**config.mk**
```make
export PLATFORM = sky130hd
export DESIGN_NAME = fifo_rd_arb
export DESIGN_NICKNAME = d
export VERILOG_FILES = /design/src/rtl/fifo_rd_arb.sv
export SDC_FILE = /design/constraint.sdc
export NUM_CORES = 1
export LEC_CHECK = 0
export ABC_CLOCK_PERIOD_IN_PS = 1650
export CAP_MARGIN = 20
export CORE_AREA = 3 3 92 50
export CTS_CLUSTER_DIAMETER = 30
export DETAILED_ROUTE_END_ITERATION = 12
export DIE_AREA = 0 0 95 53
export PLACE_DENSITY = 0.72
export SLEW_MARGIN = 20
export SYNTH_ARGS = -nofsm -noshare
export SYNTH_HDL_FRONTEND = slang
export SYNTH_SLANG_ARGS = --single-unit
```
**constraint.sdc**
```tcl
create_clock -name rclk -period 1.65 [get_ports rclk]
set_input_delay 0.4125 -clock rclk [delete_from_list [all_inputs] [get_ports rclk]]
set_output_delay 0.4125 -clock rclk [all_outputs]
set_load 0.1 [all_outputs]
```
**src/rtl/fifo_rd_arb.sv**
```systemverilog
// fifo_rd_arb: round-robin arbiter sharing one FIFO read port among
// NUM_REQ burst requesters. A granted requester owns the port until its
// burst completes (done_o) or it drops its request (abandon). Each issued
// beat carries the owner index through an RD_LAT-deep tag pipeline so the
// returning read data can be steered back to the right requester.
module fifo_rd_arb #(
  parameter int NUM_REQ = 4,
  parameter int LEN_W   = 4,
  parameter int RD_LAT  = 2
) (
  input  logic                     rclk,
  input  logic                     rst_n,
  input  logic [NUM_REQ-1:0]       req_i,
  input  logic [NUM_REQ*LEN_W-1:0] len_i,
  input  logic                     empty_i,
  output logic                     renc_o,
  output logic [NUM_REQ-1:0]       gnt_o,
  output logic                     busy_o,
  output logic                     done_o,
  output logic [NUM_REQ-1:0]       rvalid_o
);

  localparam int IDX_W = (NUM_REQ > 1) ? $clog2(NUM_REQ) : 1;

  // Two-bit encoding so that the spare codes exist and are steered home.
  typedef enum logic [1:0] {
    ST_IDLE  = 2'b00,
    ST_BURST = 2'b01
  } state_t;

  state_t             state_r, state_s;
  logic [IDX_W-1:0]   owner_r, owner_s;
  logic [IDX_W-1:0]   last_r,  last_s;
  logic [LEN_W-1:0]   cnt_r,   cnt_s;
  logic [NUM_REQ-1:0] gnt_r,   gnt_s;
  logic               busy_r,  busy_s;
  logic               done_r,  done_s;

  logic               renc_s;
  logic               win_found_s;
  logic [IDX_W-1:0]   win_idx_s;
  logic [LEN_W-1:0]   win_len_s;
  logic [IDX_W-1:0]   cand_s;
  logic [LEN_W-1:0]   len_field_s [NUM_REQ];

  // Tag pipeline: each stage holds the one-hot owner of a beat in flight.
  logic [NUM_REQ-1:0] tag_pipe_r [RD_LAT];

  // Convert a requester index into its one-hot grant vector.
  function automatic logic [NUM_REQ-1:0] idx_to_onehot(input logic [IDX_W-1:0] idx);
    logic [NUM_REQ-1:0] vec;
    vec = '0;
    for (int k = 0; k < NUM_REQ; k++) begin
      vec[k] = (idx == IDX_W'(k));
    end
    return vec;
  endfunction

  // A read beat is issued only for the live owner while data is available;
  // holding it low during reset keeps a half-reset burst from issuing.
  assign renc_s = rst_n && (state_r == ST_BURST) && !empty_i && req_i[owner_r];

  // Round-robin winner search, starting just after the previous owner.
  always_comb begin
    win_found_s = 1'b0;
    win_idx_s   = '0;
    win_len_s   = '0;
    cand_s      = '0;
    for (int k = 0; k < NUM_REQ; k++) begin
      len_field_s[k] = len_i[k*LEN_W +: LEN_W];
    end
    for (int i = 1; i <= NUM_REQ; i++) begin
      cand_s = IDX_W'((int'(last_r) + i) % NUM_REQ);
      if (!win_found_s && req_i[cand_s]) begin
        win_found_s = 1'b1;
        win_idx_s   = cand_s;
        win_len_s   = len_field_s[cand_s];
      end else begin
        win_found_s = win_found_s;
      end
    end
  end

  // Next-state logic: grant in IDLE, count beats / detect end or abandon in BURST.
  always_comb begin
    state_s = state_r;
    owner_s = owner_r;
    last_s  = last_r;
    cnt_s   = cnt_r;
    gnt_s   = gnt_r;
    busy_s  = busy_r;
    done_s  = 1'b0;
    case (state_r)
      ST_IDLE: begin
        if (win_found_s) begin
          state_s = ST_BURST;
          owner_s = win_idx_s;
          last_s  = win_idx_s;
          cnt_s   = win_len_s;
          gnt_s   = idx_to_onehot(win_idx_s);
          busy_s  = 1'b1;
        end else begin
          gnt_s   = '0;
          busy_s  = 1'b0;
        end
      end
      ST_BURST: begin
        if (!req_i[owner_r]) begin
          // Owner gave up: leave without a completion pulse.
          state_s = ST_IDLE;
          gnt_s   = '0;
          busy_s  = 1'b0;
        end else if (renc_s) begin
          if (cnt_r == '0) begin
            state_s = ST_IDLE;
            gnt_s   = '0;
            busy_s  = 1'b0;
            done_s  = 1'b1;
          end else begin
            cnt_s   = cnt_r - LEN_W'(1'b1);
          end
        end else begin
          // FIFO empty: hold owner and count, no timeout.
          cnt_s   = cnt_r;
        end
      end
      default: begin
        state_s = ST_IDLE;
        cnt_s   = '0;
        gnt_s   = '0;
        busy_s  = 1'b0;
      end
    endcase
  end

  // Arbiter state register with synchronous active-low reset.
  always_ff @(posedge rclk) begin
    if (!rst_n) begin
      state_r <= ST_IDLE;
      owner_r <= '0;
      last_r  <= IDX_W'(NUM_REQ - 1);
      cnt_r   <= '0;
      gnt_r   <= '0;
      busy_r  <= 1'b0;
      done_r  <= 1'b0;
    end else begin
      state_r <= state_s;
      owner_r <= owner_s;
      last_r  <= last_s;
      cnt_r   <= cnt_s;
      gnt_r   <= gnt_s;
      busy_r  <= busy_s;
      done_r  <= done_s;
    end
  end

  // Return-tag shift register: beat owner emerges RD_LAT cycles after issue.
  always_ff @(posedge rclk) begin
    if (!rst_n) begin
      for (int k = 0; k < RD_LAT; k++) begin
        tag_pipe_r[k] <= '0;
      end
    end else begin
      tag_pipe_r[0] <= renc_s ? gnt_r : '0;
      for (int k = 1; k < RD_LAT; k++) begin
        tag_pipe_r[k] <= tag_pipe_r[k-1];
      end
    end
  end

  assign renc_o   = renc_s;
  assign gnt_o    = gnt_r;
  assign busy_o   = busy_r;
  assign done_o   = done_r;
  assign rvalid_o = tag_pipe_r[RD_LAT-1];

endmodule

```
=== After elaboration in Yosys (flattened, before gate mapping) ===
Memories as Yosys holds them, arrays and structs flattened.
Index checks and enable logic that the tools add are counted.

* Register bits after elaboration: 16
* RAM bits: 8
* Output and inout port bits: 11
* Word-level logic and storage cells: 116
* Memories kept: 1

{| class="wikitable"
|+ Memories
! memory !! words !! bits a word !! read ports !! clocked after memory_dff !! write ports !! line !! source
|-
| tag_pipe_r || 2 || 4 || 2 || 0 || 2 || 47 || <nowiki>logic [NUM_REQ-1:0] tag_pipe_r [RD_LAT];</nowiki>
|}

* Add/sub/neg operators: 5
* $lt $le $gt $ge: 9
* Eq/ne operators: 10
* Muxes and demuxes: 60
* Bitwise operators: 6
* Reductions and logical operators: 18

{| class="wikitable"
|+ Operators by type and width
! kind !! number
|-
| $mux W4 || 23
|-
| $bmux W4 S2 || 4
|-
| $mux W1 || 16
|-
| $mux W2 || 8
|-
| $pmux W4 S2 || 2
|-
| $lt A2 B3 Y1 const B || 5
|-
| $ge A3 B3 Y1 const B || 4
|-
| $not A2 Y3 || 4
|-
| $bmux W1 S2 || 5
|-
| $reduce_and A4 Y1 || 2
|-
| $logic_and A1 B1 Y1 || 6
|-
| $ne A2 B2 Y1 const B || 3
|-
| $add A2 B1 Y2 const B || 2
|-
| $add A2 B2 Y2 const B || 2
|-
| $eq A2 B1 Y1 const B || 2
|-
| $eq A2 B2 Y1 const B || 2
|-
| $logic_not A1 Y1 || 4
|-
| $logic_not A2 Y1 || 2
|-
| $logic_not A4 Y1 || 1
|-
| $pmux W2 S2 || 1
|-
| $reduce_and A2 Y1 || 2
|-
| $sub A4 B1 Y4 const B || 1
|-
| $ne A3 B2 Y1 const B || 1
|-
| $ne A3 B3 Y1 const B || 1
|-
| other kinds (4) || 5
|}

=== Depth between registers and ports, before layout ===
Gate-level depths: netlist (run 1).

* Word-level depth: 16
* Depth in mapped cells: 7
* Gate-level depth less buffers: 7

=== Worst setup path after synthesis (run 1) ===
OpenSTA, ideal clock, no wires.

* Path type: input -> register
* Start point: in req_i[3]
* End point: reg cnt_r[2]
* Data arrival time: 1.991 ns
* Data required time: 1.555 ns
* Setup slack: -0.436 ns
* Stages on the path: 5
* Path buffers: 0
* Cells stage by stage: mux4_2 -> and2_1 -> nand3_1 -> o21ai_1 -> a221oi_1

* Elaborated cells on any way between the ends: 31

{| class="wikitable"
|+ RTL lines
! element !! line !! source
|-
| start: declaration || 13 || <nowiki>input logic [NUM_REQ-1:0] req_i,</nowiki>
|-
| $bmux W1 S2 || 61 || <nowiki>assign renc_s = rst_n && (state_r == ST_BURST) && !empty_i && req_i[owner_r];</nowiki>
|-
| $mux W1 (implied by the code) || 61 ||
|-
| $logic_and A1 B1 Y1 || 61 ||
|-
| net renc_o || 16 || <nowiki>output logic renc_o,</nowiki>
|-
| $ne A2 B2 Y1 (no line) || -- ||
|-
| $reduce_and A4 Y1 (no line) || -- ||
|-
| end signal: assignment || 150 || <nowiki>cnt_r <= cnt_s;</nowiki>
|-
| end: declaration || 34 || <nowiki>logic [LEN_W-1:0] cnt_r, cnt_s;</nowiki>
|}

The timed path passes the listed nets, and every way through them passes these cells. The select of a mux whose other input is x is not followed.
A chain may end at the register's enable or synchronous reset.

=== Worst setup path in the final report (run 1) ===
* Start point: reg owner_r[1]
* End point: out renc_o

* Word-level cells in the longest chain between the ends: 3

{| class="wikitable"
|+ RTL lines
! element !! line !! source
|-
| start: declaration || 32 || <nowiki>logic [IDX_W-1:0] owner_r, owner_s;</nowiki>
|-
| start signal: assignment || 148 || <nowiki>owner_r <= owner_s;</nowiki>
|-
| $bmux W1 S2 || 61 ||
|-
| $mux W1 (implied by the code) || 61 ||
|-
| $logic_and A1 B1 Y1 || 61 ||
|-
| end: declaration || 16 ||
|}

Every way passes these cells. The select of a mux whose other input is x is not followed.

==> summary.md, run 1 <==
| Metric | Value |
|---|---|
| GPL Wtd Cong | 0.962 |
| Max-slew headroom at the worst pin | 0.761 |
| Mean Syn Cell Area | 8.69 µm² |
| Via-to-Cell Ratio | 6.08 |
| Post-Layout Inst Area | 2870 µm² |
| Max cap viols | 0 |
| Yosys reg bits | 23 |
| Area of the multi-input gates | 1220 µm² |
| Max Freq | 517 MHz |
| Setup Crit Path Kind | reg -> out |
| Crit path time final | 1.94 ns |
| Drt drc | 0 |
| Via count | 2102 |
| Register area | 470 µm² |
| Starting DRC count in detailed routing | 203 |
| Failing checks | setup timing |
| Asr flop ratio synth | 0 |
| Setup ws final | -0.286 ns |
| Final clock skew | 0.00690 ns |
| Synth unique cells | 56 |
| Final ANT Viol Nets | 0 |
| WP data arrival | 1.52 ns |
| Cells after Synth | 196 |
| Setup Slack @ Placement | -0.810 ns |
| Non-filler instance count after layout | 346 |
| Final #Nets | 317 |
| Clock tree buffer depth | 2 |
| Syn nets | 220 |
| CTS sink count | 23 |
| WL final | 6390 µm |
| Die area | 5040 µm² |
| Slew @ Worst Pin | 0.358 ns |
| PwrDens | 750 nW/µm² |
| Pin count of the biggest net entering global routing | 26 |
| Yosys top cell by area | dfxtp_1 |
| I/O Buffers | 33 |
| Worst VDD drop | 407 µV |
| Worst Path Buf+Inv | 1 |
| Vias in the first global route | 2020 |
| Worst path required time | 1.24 ns |
| Largest cells by area after synthesis | dfxtp_1 (27%), mux4_2 (12%), o21ai_0 (4.4%) |
| Max incr delay on CP | 0.54 ns |
| Most numerous cell in the Yosys netlist | dfxtp_1 |
| CTS tree | done |
| Number of flops mapped to enable cells by yosys | 0 |
| Hold WC Path Type | reg -> reg |
| # IOs | 34 |
| Clock tree root buffer cell | clkbuf_8 |
| Synthesis-to-layout area growth | 68.5% |
| Die width | 95 µm |
| Hold Fails Final Rpt | 0 |
| Hold-fix buffers at CTS | 0 |
| Remaining Overflow, GRT | 0 |
| CP max-delay cell | mux4_2 |
| Die Ht | 53 µm |
| Post-Route Setup TNS | -1.73 ns |
| Register area share after synthesis | 0.270 |
| Setup violations, final | 11 |
| Fill count | 254 |
| Core area | 3860 µm² |
| Area after DPL | 2640 µm² |
| Antenna diodes | 0 |
| Initial antenna violation count | 0 |
| Most used DFF post-synth | dfxtp_1 |
| Synth Cell Area | 1700 µm² |
| First-pass GRT wire length | 9690 µm |
| Post-layout util | 0.743 |
| Yosys Warn Count | 0 |
| Leakage | 1.25 nW |
| Post-DP HPWL | 4260 µm |
| Clock Latency Late Sink | 0.27 ns |
| CP max FO | 2 |
| Cell family with most CP delay | multiplexers |
| Initial core utilization | 0.441 |
| Pins Over Slew Limit | 0 |
| First-pass DRT Iterations | 4 |
| Yosys top cell area share | 0.270 |
| Drt wl/cell | 18.5 µm |
| Clock slew at reported path FFs | 0.09 ns |
| Worst setup SP type | flop |
| Status | finished, violations left |
| CTS Buf Count | 3 |
| Critical path endpoint category | primary output |
| CP Cell Sequence | mux4_2 > and2_4 > buf_12 |
| H-tree Lvls | 1 |
| RSZ-0062 raised after global routing | true |
| Total Routing Usage GR | 0.248 |
| Final critical-path share of the clock period | 1.17 |
| Post-synth top cells | dfxtp_1 (23), o21ai_0 (15), inv_1 (13), nor2_1 (13) |
| DP Cell Count | 332 |
| Row count | 16 |
| Fraction of layout cells with a size suffix above 1 | 0.479 |
[report_power, final]
part	switching, W	internal, W	total [W]
Clock	0.000192	0.000171	0.000363
Sequential	0.0000600	0.000606	0.000666
Combinational	0.000569	0.000555	0.00112
Total	0.000821	0.00133	0.00215
[cell usage in the layout, fill, tap and decap left out, types with 6 or more instances in the layout]
cell type and n:
dfxtp_1 19, nand2_1 9, buf_4 71, a21oi_1 6, inv_1 12, and2_1 7, o21ai_0 11, clkdlybuf4s50_1 11
dlygate4sd2_1 7, nor2_1 11, mux4_2 9, buf_12 12
[cell families (layout without fill, tap and decap cells)]
logic type | count (synthesis) | count (layout) | synth area share
compound gates | 66 | 66 | 0.278
fa+ha+maj | 1 | 1 | 0.00734
buf+inv | 31 | 127 | 0.0947
flops | 23 | 23 | 0.270
mux | 11 | 11 | 0.131
simple gates | 64 | 64 | 0.220
[timing repair]
item                       in CTS  in global routing
pin swaps                       8                  8
setup buffers                   9                  2
resized for setup              48                 15
setup endpoints to repair      20                 15
[path summary, 6_finish.rpt]
| kind | start | to | slack [ns] | depth (start not counted) |
|---|---|---|---|---|
| worst max-delay path | owner_r[1] | renc_o | -0.29 | 3 |
| worst min-delay path | tag_pipe_r[0][0] | tag_pipe_r[0][4] | 0.44 | 1 |
| worst max register to register | owner_r[1] | cnt_r[0] | -0.26 | 6 |
| worst min register to register | tag_pipe_r[0][0] | tag_pipe_r[0][4] | 0.44 | 1 |
[registers in the layout (all words and copies together), names as in the netlist]
| register | flops |
|---|---|
| tag_pipe_r | 8 |
| cnt_r | 4 |
| gnt_o | 4 |
| last_r | 2 |
| owner_r | 2 |
| busy_o | 1 |
| done_o | 1 |
| state_r | 1 |
[final cells by class]
| type | count | area share |
|---|---|---|
| clock buffer | 3 | 0.0144 |
| clock inverter | 1 | 0.00261 |
| inverter | 14 | 0.0183 |
| multi-input combinational | 142 | 0.424 |
| sequential | 23 | 0.164 |
| tap | 54 | 0.0235 |
| timing repair buffer | 109 | 0.354 |
[metal layers]
metal,track usage,vias up,wire (µm)
li1,-,945,-
met1,0.319,993,2690
met2,0.439,132,3040
met3,0.0298,32,412
met4,0.0766,0,245
met5,0,-,0
[metrics by stage]
| step | hold WS (ns) | power (W) |
|---|---|---|
| 2_1_floorplan | 0.412 | 0.00118 |
| 3_3_place_gp | 0.414 | 0.00158 |
| 3_5_place_dp | 0.426 | 0.00161 |
| 4_1_cts | 0.443 | 0.00204 |
| 5_1_grt | 0.457 | 0.00224 |
| 6_report | 0.436 | 0.00215 |
(Power assumes the default switching activity.)
==> inputs of run 2 (changes only) <==
- ABC_AREA: not set -> 1
- CORE_AREA: 3 3 92 50 -> 3 3 93 51
- DIE_AREA: 0 0 95 53 -> 0 0 96 54
==> run 2 against run 1 <==
Effect of this change: the run still ends with setup timing left; wire length shrank 25%; power is 150% higher; sequential share of layout area up 1.6 points; register-to-register slack gained 0.24 ns; global-route usage decreased by 8.1 points; sequential cell count is the same; critical endpoint unchanged; largest cell class unchanged; largest power group unchanged; highest routed layer unchanged.
==> summary.md, run 2 <==
| Metric | Value |
|---|---|
| Hold_ws | 0.416 ns (-0.0198 ns) |
| Crit path time final | 1.72 ns (-0.215 ns) |
| Yosys reg bits | 23 (unchanged) |
| Final #Nets | 379 (+20%) |
| Final clock skew | 0.00156 ns (-0.00534 ns) |
| Yosys top cell by area | nand2_1 |
| CTS Buf Count | 3 (unchanged) |
| Worst path required time | 1.24 ns (about the same) |
| CTS sink count | 23 (unchanged) |
| Synth Cell Area | 1760 µm² (+3.5%) |
| Vias in the first global route | 1676 (-17%) |
| WL final | 4820 µm (-25%) |
| Max cap viols | 0 (unchanged) |
| Core area | 3900 µm² (+1.0%) |
| Post-synth top cells | nand2_1 (126), inv_1 (34), dfxtp_1 (23) |
| Most used DFF post-synth | dfxtp_1 |
| WP data arrival | 1.31 ns (-0.21 ns) |
| Via count | 2013 (-4.2%) |
| Hold WC Path Type | reg -> reg |
| Synth unique cells | 28 (-50%) |
| Fraction of layout cells with a size suffix above 1 | 0.311 (-0.169) |
| Setup ws final | -0.0708 ns (+0.215 ns) |
| Die area | 5180 µm² (+3.0%) |
| First-pass GRT wire length | 6910 µm (-29%) |
| Total Routing Usage GR | 0.167 (-0.0815) |
| Clock tree buffer depth | 2 (unchanged) |
| Number of flops mapped to enable cells by yosys | 0 (unchanged) |
| Largest cells by area after synthesis | nand2_1 (27%), dfxtp_1 (26%), inv_1 (7.2%) |
| Synthesis-to-layout area growth | 49.3% |
| Die Ht | 54 µm (+1.9%) |
| Worst VDD drop | 715 µV (+76%) |
| Max-slew headroom at the worst pin | 0.833 (+0.0721) |
| Initial core utilization | 0.452 (+0.0109) |
| RSZ-0062 raised after global routing | true |
| Pins Over Slew Limit | 0 (unchanged) |
| Most numerous cell in the Yosys netlist | nand2_1 |
| Syn nets | 327 (+49%) |
| Register area share after synthesis | 0.261 (-0.00920) |
| CP max FO | 5 (+3) |
| Setup violations, final | 2 (-9) |
| Max Freq | 581 MHz (+12%) |
| Post-layout util | 0.675 (-0.0685) |
| Setup Slack @ Placement | -0.472 ns (+0.339 ns) |
| Antenna diodes | 0 (unchanged) |
| Pin count of the biggest net entering global routing | 19 (-27%) |
| Failing checks | setup timing |
| Biggest register | tag_pipe_r |
| Initial antenna violation count | 0 (unchanged) |
| H-tree Lvls | 1 (unchanged) |
| Leakage | 1.28 nW (+2.4%) |
| Yosys Warn Count | 0 (unchanged) |
| # IOs | 34 (unchanged) |
| Drt drc | 0 (unchanged) |
| Drt wl/cell | 11.8 µm (-36%) |
| Worst setup SP type | flop |
| Setup Crit Path Kind | reg -> out |
| Commonest cells after routing, fill and taps aside | nand2_1 (111), inv_1 (29), buf_4 (25) |
| Starting DRC count in detailed routing | 68 (-67%) |
| Largest register FFs | 8 (unchanged) |
| Critical path endpoint category | primary output |
| Asr flop ratio synth | 0 (unchanged) |
| Yosys top cell area share | 0.268 (-0.00211) |
| Die width | 96 µm (+1.1%) |
| Final critical-path share of the clock period | 1.04 (-0.130) |
| Cells after Synth | 303 (+55%) |
| Slew @ Worst Pin | 0.248 ns (-0.109 ns) |
| Remaining Overflow, GRT | 0 (unchanged) |
| Via-to-Cell Ratio | 4.93 (-19%) |
| PwrDens | 2030 nW/µm² (+170%) |
| GPL Wtd Cong | 0.905 (-5.9%) |
| Mean Syn Cell Area | 5.82 µm² (-33%) |
| I/O Buffers | 33 (unchanged) |
| Clock Latency Late Sink | 0.25 ns (-0.02 ns) |
| Status | finished, violations left |
| Hold Fails Final Rpt | 0 (unchanged) |
| First-pass DRT Iterations | 4 (unchanged) |
| Clock tree root buffer cell | clkbuf_8 |
| Row count | 16 (unchanged) |
| Hold-fix buffers at CTS | 0 (unchanged) |
| CTS tree | done |
| Commonest non-fill, non-tap cell in the layout | nand2_1 |
| Post-DP HPWL | 3410 µm (-20%) |
| Clock slew at reported path FFs | 0.08 ns (about the same) |
| Final ANT Viol Nets | 0 (unchanged) |
-- run 2: cell types whose count changed in the layout (fill, tap and decap cells not counted), sizes merged, moves of 8 or more --
cell,delta
buf,-47
mux4,-9
nand2,+130
nor2,+10
nand3,+10
and2,-8
inv,+24
-- run 2: logic make-up after synthesis --
kind of cell	after synthesis	share of synthesized area
AO/OA/AOI/OAI	42	0.133
adder cells (fa/ha/maj)	1	0.00709
buffers and inverters	53	0.143
AND/OR/NAND/NOR	184	0.456
flip-flops	23	0.261
-- run 2: timing repair --
action / in CTS / in global routing
buffers inserted: 2 / 1
endpoints found under the setup margin: 14 / 14
cloned: 0 / 0
gates resized for setup: 22 / 59
pin swaps: 5 / 21
-- run 2: stage by stage --
step / TNS, ns / power (W) / std cells / instance area (µm²)
floorplan: -0.628 / 0.00332 / 303 / 1790
global placement: -5.39 / 0.00426 / 401 / 2380
detailed placement: -6.14 / 0.00434 / 401 / 2380
CTS: -0.0605 / 0.00472 / 407 / 2440
global route: -0.865 / 0.00575 / 408 / 2630
finish: -0.0866 / 0.00534 / 408 / 2630
-- run 2: report_power, final --
group / total [W] / internal (W) / switching, W
clock: 0.000336 / 0.000168 / 0.000168
combinational: 0.00408 / 0.00159 / 0.00249
sequential: 0.000928 / 0.000727 / 0.000201
total: 0.00534 / 0.00248 / 0.00286
-- run 2: layer usage --
metal	vias to the layer above	wire length, µm	share of wire	global-route usage
met5	-	0	0	0
met4	0	51	0.011	0.0236
met3	8	282	0.059	0.0196
met2	62	2380	0.49	0.312
met1	901	2100	0.44	0.212
li1	1042	-	-	-
-- run 2: final timing paths --
path              slack (ns)             start               end  cells after the start
setup / recovery       -0.07        owner_r[0]            renc_o                      5
hold reg to reg         0.42  tag_pipe_r[0][2]  tag_pipe_r[0][6]                      2
setup reg to reg       -0.02         last_r[0]          cnt_r[3]                     13
hold / removal          0.42  tag_pipe_r[0][2]  tag_pipe_r[0][6]                      2
-- run 2: final cells by class --
type / instances / area (µm²)
Inverter: 38 / 159
Multi-Input combinational cell: 227 / 1230
Timing Repair Buffer: 62 / 659
Sequential cell: 23 / 473
Fill cell: 328 / 1270
Clock inverter: 1 / 5.00
Clock buffer: 3 / 41.3
Tap cell: 54 / 67.6
-- run 2: worst max-delay path, stage by stage, from the launching register on --
cell	delay (ns)
dfxtp_4	0.37
o211ai_1	0.16
nand2_1	0.13
nand2_2	0.11
clkinvlp_4	0.11
buf_12	0.17
==> inputs of run 3 (changes only) <==
- ABC_AREA: 1 -> not set
- ABC_CLOCK_PERIOD_IN_PS: 1650 -> 1600
- CORE_AREA: 3 3 93 51 -> 3 3 92 50
- DIE_AREA: 0 0 96 54 -> 0 0 95 53
- PLACE_DENSITY: 0.72 -> 0.69
- clock period: 1.65 -> 1.6 ns (I/O delays scaled with it)
==> run 3 against run 2 <==
Effect of this change: the flow still finishes with violations (setup timing); clock skew increased by 0.0076 ns; combinational power shrank 71%; critical path type unchanged; largest power group unchanged; clock power rose by 12%; register-to-register slack got worse by 0.27 ns.
==> summary.md, run 3 (synthesis results as in run 1) <==
| Metric | Value |
|---|---|
| RSZ-0062 raised after global routing | true |
| Initial antenna violation count | 0 (unchanged) |
| Pins Over Slew Limit | 0 (unchanged) |
| GPL Wtd Cong | 0.983 (+8.6%) |
| Hold WC Path Type | reg -> reg |
| Drt drc | 0 (unchanged) |
| Setup Slack @ Placement | -0.884 ns (-0.413 ns) |
| GR Layer Usage met3 | 0.0241 (+0.00459) |
| Setup Crit Path Kind | reg -> out |
| Setup violations, final | 11 (+9) |
| Die width | 95 µm (-1.0%) |
| Row count | 16 (unchanged) |
| Max Freq | 515 MHz |
| Worst setup SP type | flop |
| Post-DP HPWL | 4290 µm (+26%) |
| Worst path required time | 1.20 ns (-0.04 ns) |
| CP max-delay cell | mux4_2 |
| Die area | 5040 µm² (-2.9%) |
| WL final | 6280 µm (+30%) |
| Final clock skew | 0.00915 ns (+0.00759 ns) |
| Clock tree buffer depth | 2 (unchanged) |
| Initial core utilization | 0.441 (-0.0109) |
| Commonest non-fill, non-tap cell in the layout | buf_4 |
| Setup ws final | -0.340 ns (-0.270 ns) |
| M1 GR Usage | 0.321 (+0.109) |
| Antenna diodes | 0 (unchanged) |
| CP max FO | 2 (-3) |
| Max incr delay on CP | 0.55 ns (+0.18 ns) |
| Final critical-path share of the clock period | 1.21 |
| PwrDens | 761 nW/µm² (-62%) |
| Pin count of the biggest net entering global routing | 14 (-5) |
| M2 GR Usage | 0.412 (+0.0999) |
| Hold-fix buffers at CTS | 0 (unchanged) |
| Hold Fails Final Rpt | 0 (unchanged) |
| Leakage | 1.29 nW (+0.67%) |
| Largest register FFs | 8 (unchanged) |
| Biggest register | tag_pipe_r |
| Commonest cells after routing, fill and taps aside | buf_4 (64), dfxtp_1 (19), nor2_1 (13), clkdlybuf4s50_1 (13), buf_12 (12) |
| Final #Nets | 316 (-17%) |
| Final ANT Viol Nets | 0 (unchanged) |
| Remaining Overflow, GRT | 0 (unchanged) |
| CTS sink count | 23 (unchanged) |
| Total Routing Usage GR | 0.238 (+0.0714) |
| Fraction of layout cells with a size suffix above 1 | 0.509 (+0.198) |
| Clock slew at reported path FFs | 0.09 ns (about the same) |
| Failing checks | setup timing |
| # IOs | 34 (unchanged) |
| Clock tree root buffer cell | clkbuf_8 |
| Via count | 2073 (+3.0%) |
| Slew @ Worst Pin | 0.308 ns (+0.0602 ns) |
| Starting DRC count in detailed routing | 179 (+160%) |
| Vias in the first global route | 1920 (+15%) |
| Core area | 3860 µm² (-1.0%) |
| Synthesis-to-layout area growth | 72.9% |
| H-tree Lvls | 1 (unchanged) |
| Drt wl/cell | 18.2 µm (+54%) |
| Max-slew headroom at the worst pin | 0.793 (-0.0400) |
| First-pass GRT wire length | 9280 µm (+34%) |
| CTS Buf Count | 3 (unchanged) |
| I/O Buffers | 33 (unchanged) |
| First-pass DRT Iterations | 5 (+1) |
| Crit path time final | 1.94 ns |
| Clock Latency Late Sink | 0.27 ns (+0.02 ns) |
| Worst VDD drop | 396 µV (-45%) |
| Critical path endpoint category | primary output |
| Layer with the highest usage | met2 |
| Via-to-Cell Ratio | 6.01 (+22%) |
| Status | finished, violations left |
| CP Cell Sequence | mux4_2 > and2_4 > buf_12 |
| WP data arrival | 1.54 ns (+0.23 ns) |
| Hold_ws | 0.435 ns (+0.0184 ns) |
| Die Ht | 53 µm (-1.9%) |
| Max cap viols | 0 (unchanged) |
| CTS tree | done |
run 3: stage by stage:
stage	cell area [µm²]	instances	TNS, ns	utilization	power, W
final	2950	345	-2.19	0.763	0.00224
after global routing	2950	345	-2.64	0.763	0.00232
after CTS	2800	342	-1.81	0.725	0.00211
after detailed placement	2630	330	-12.52	0.681	0.00167
after global placement	2630	330	-11.59	0.681	0.00165
after floorplan	1740	196	-0.247	-	0.00123
run 3: final timing paths:
path / start / end / slack, ns / cells past startpoint
max: owner_r[1] / renc_o / -0.34 / 3
min: tag_pipe_r[0][2] / tag_pipe_r[0][6] / 0.43 / 1
max reg2reg: owner_r[1] / cnt_r[0] / -0.29 / 7
min reg2reg: tag_pipe_r[0][2] / tag_pipe_r[0][6] / 0.43 / 1
run 3: critical path, delay by kind of cell (launching register included):
family,cells,cell delay [ns]
mux,1,0.55
flops,1,0.37
simple gates,1,0.18
buf+inv,1,0.16
run 3: area by class of cell:
cell class,instances,area (µm²)
Multi-Input combinational cell,142,1250
Timing Repair Buffer,108,1050
Fill cell,248,917
Sequential cell,23,473
Tap cell,54,67.6
Inverter,14,52.6
Clock buffer,3,41.3
Clock inverter,1,5.00
run 3: where the power goes:
part	leakage, nW	internal, W	total (W)	switching (W)
clock	0.0255	0.000174	0.000377	0.000203
combinational	1.08	0.000594	0.00118	0.000586
sequential	0.190	0.000624	0.000685	0.0000611
run 3: metal layers:
layer  up-vias  wire length (µm)  share of wire
li1        940                 -              -
met1       997              2630           0.42
met2       115              3060           0.49
met3        21               474          0.075
met4         0               116          0.018
met5         -                 0              0
run 3: what timing repair did:
action | in CTS | in global routing
pin swaps | 10 | 16
endpoints found under the setup margin | 20 | 15
setup buffers | 8 | 4
gates resized for setup | 38 | 32
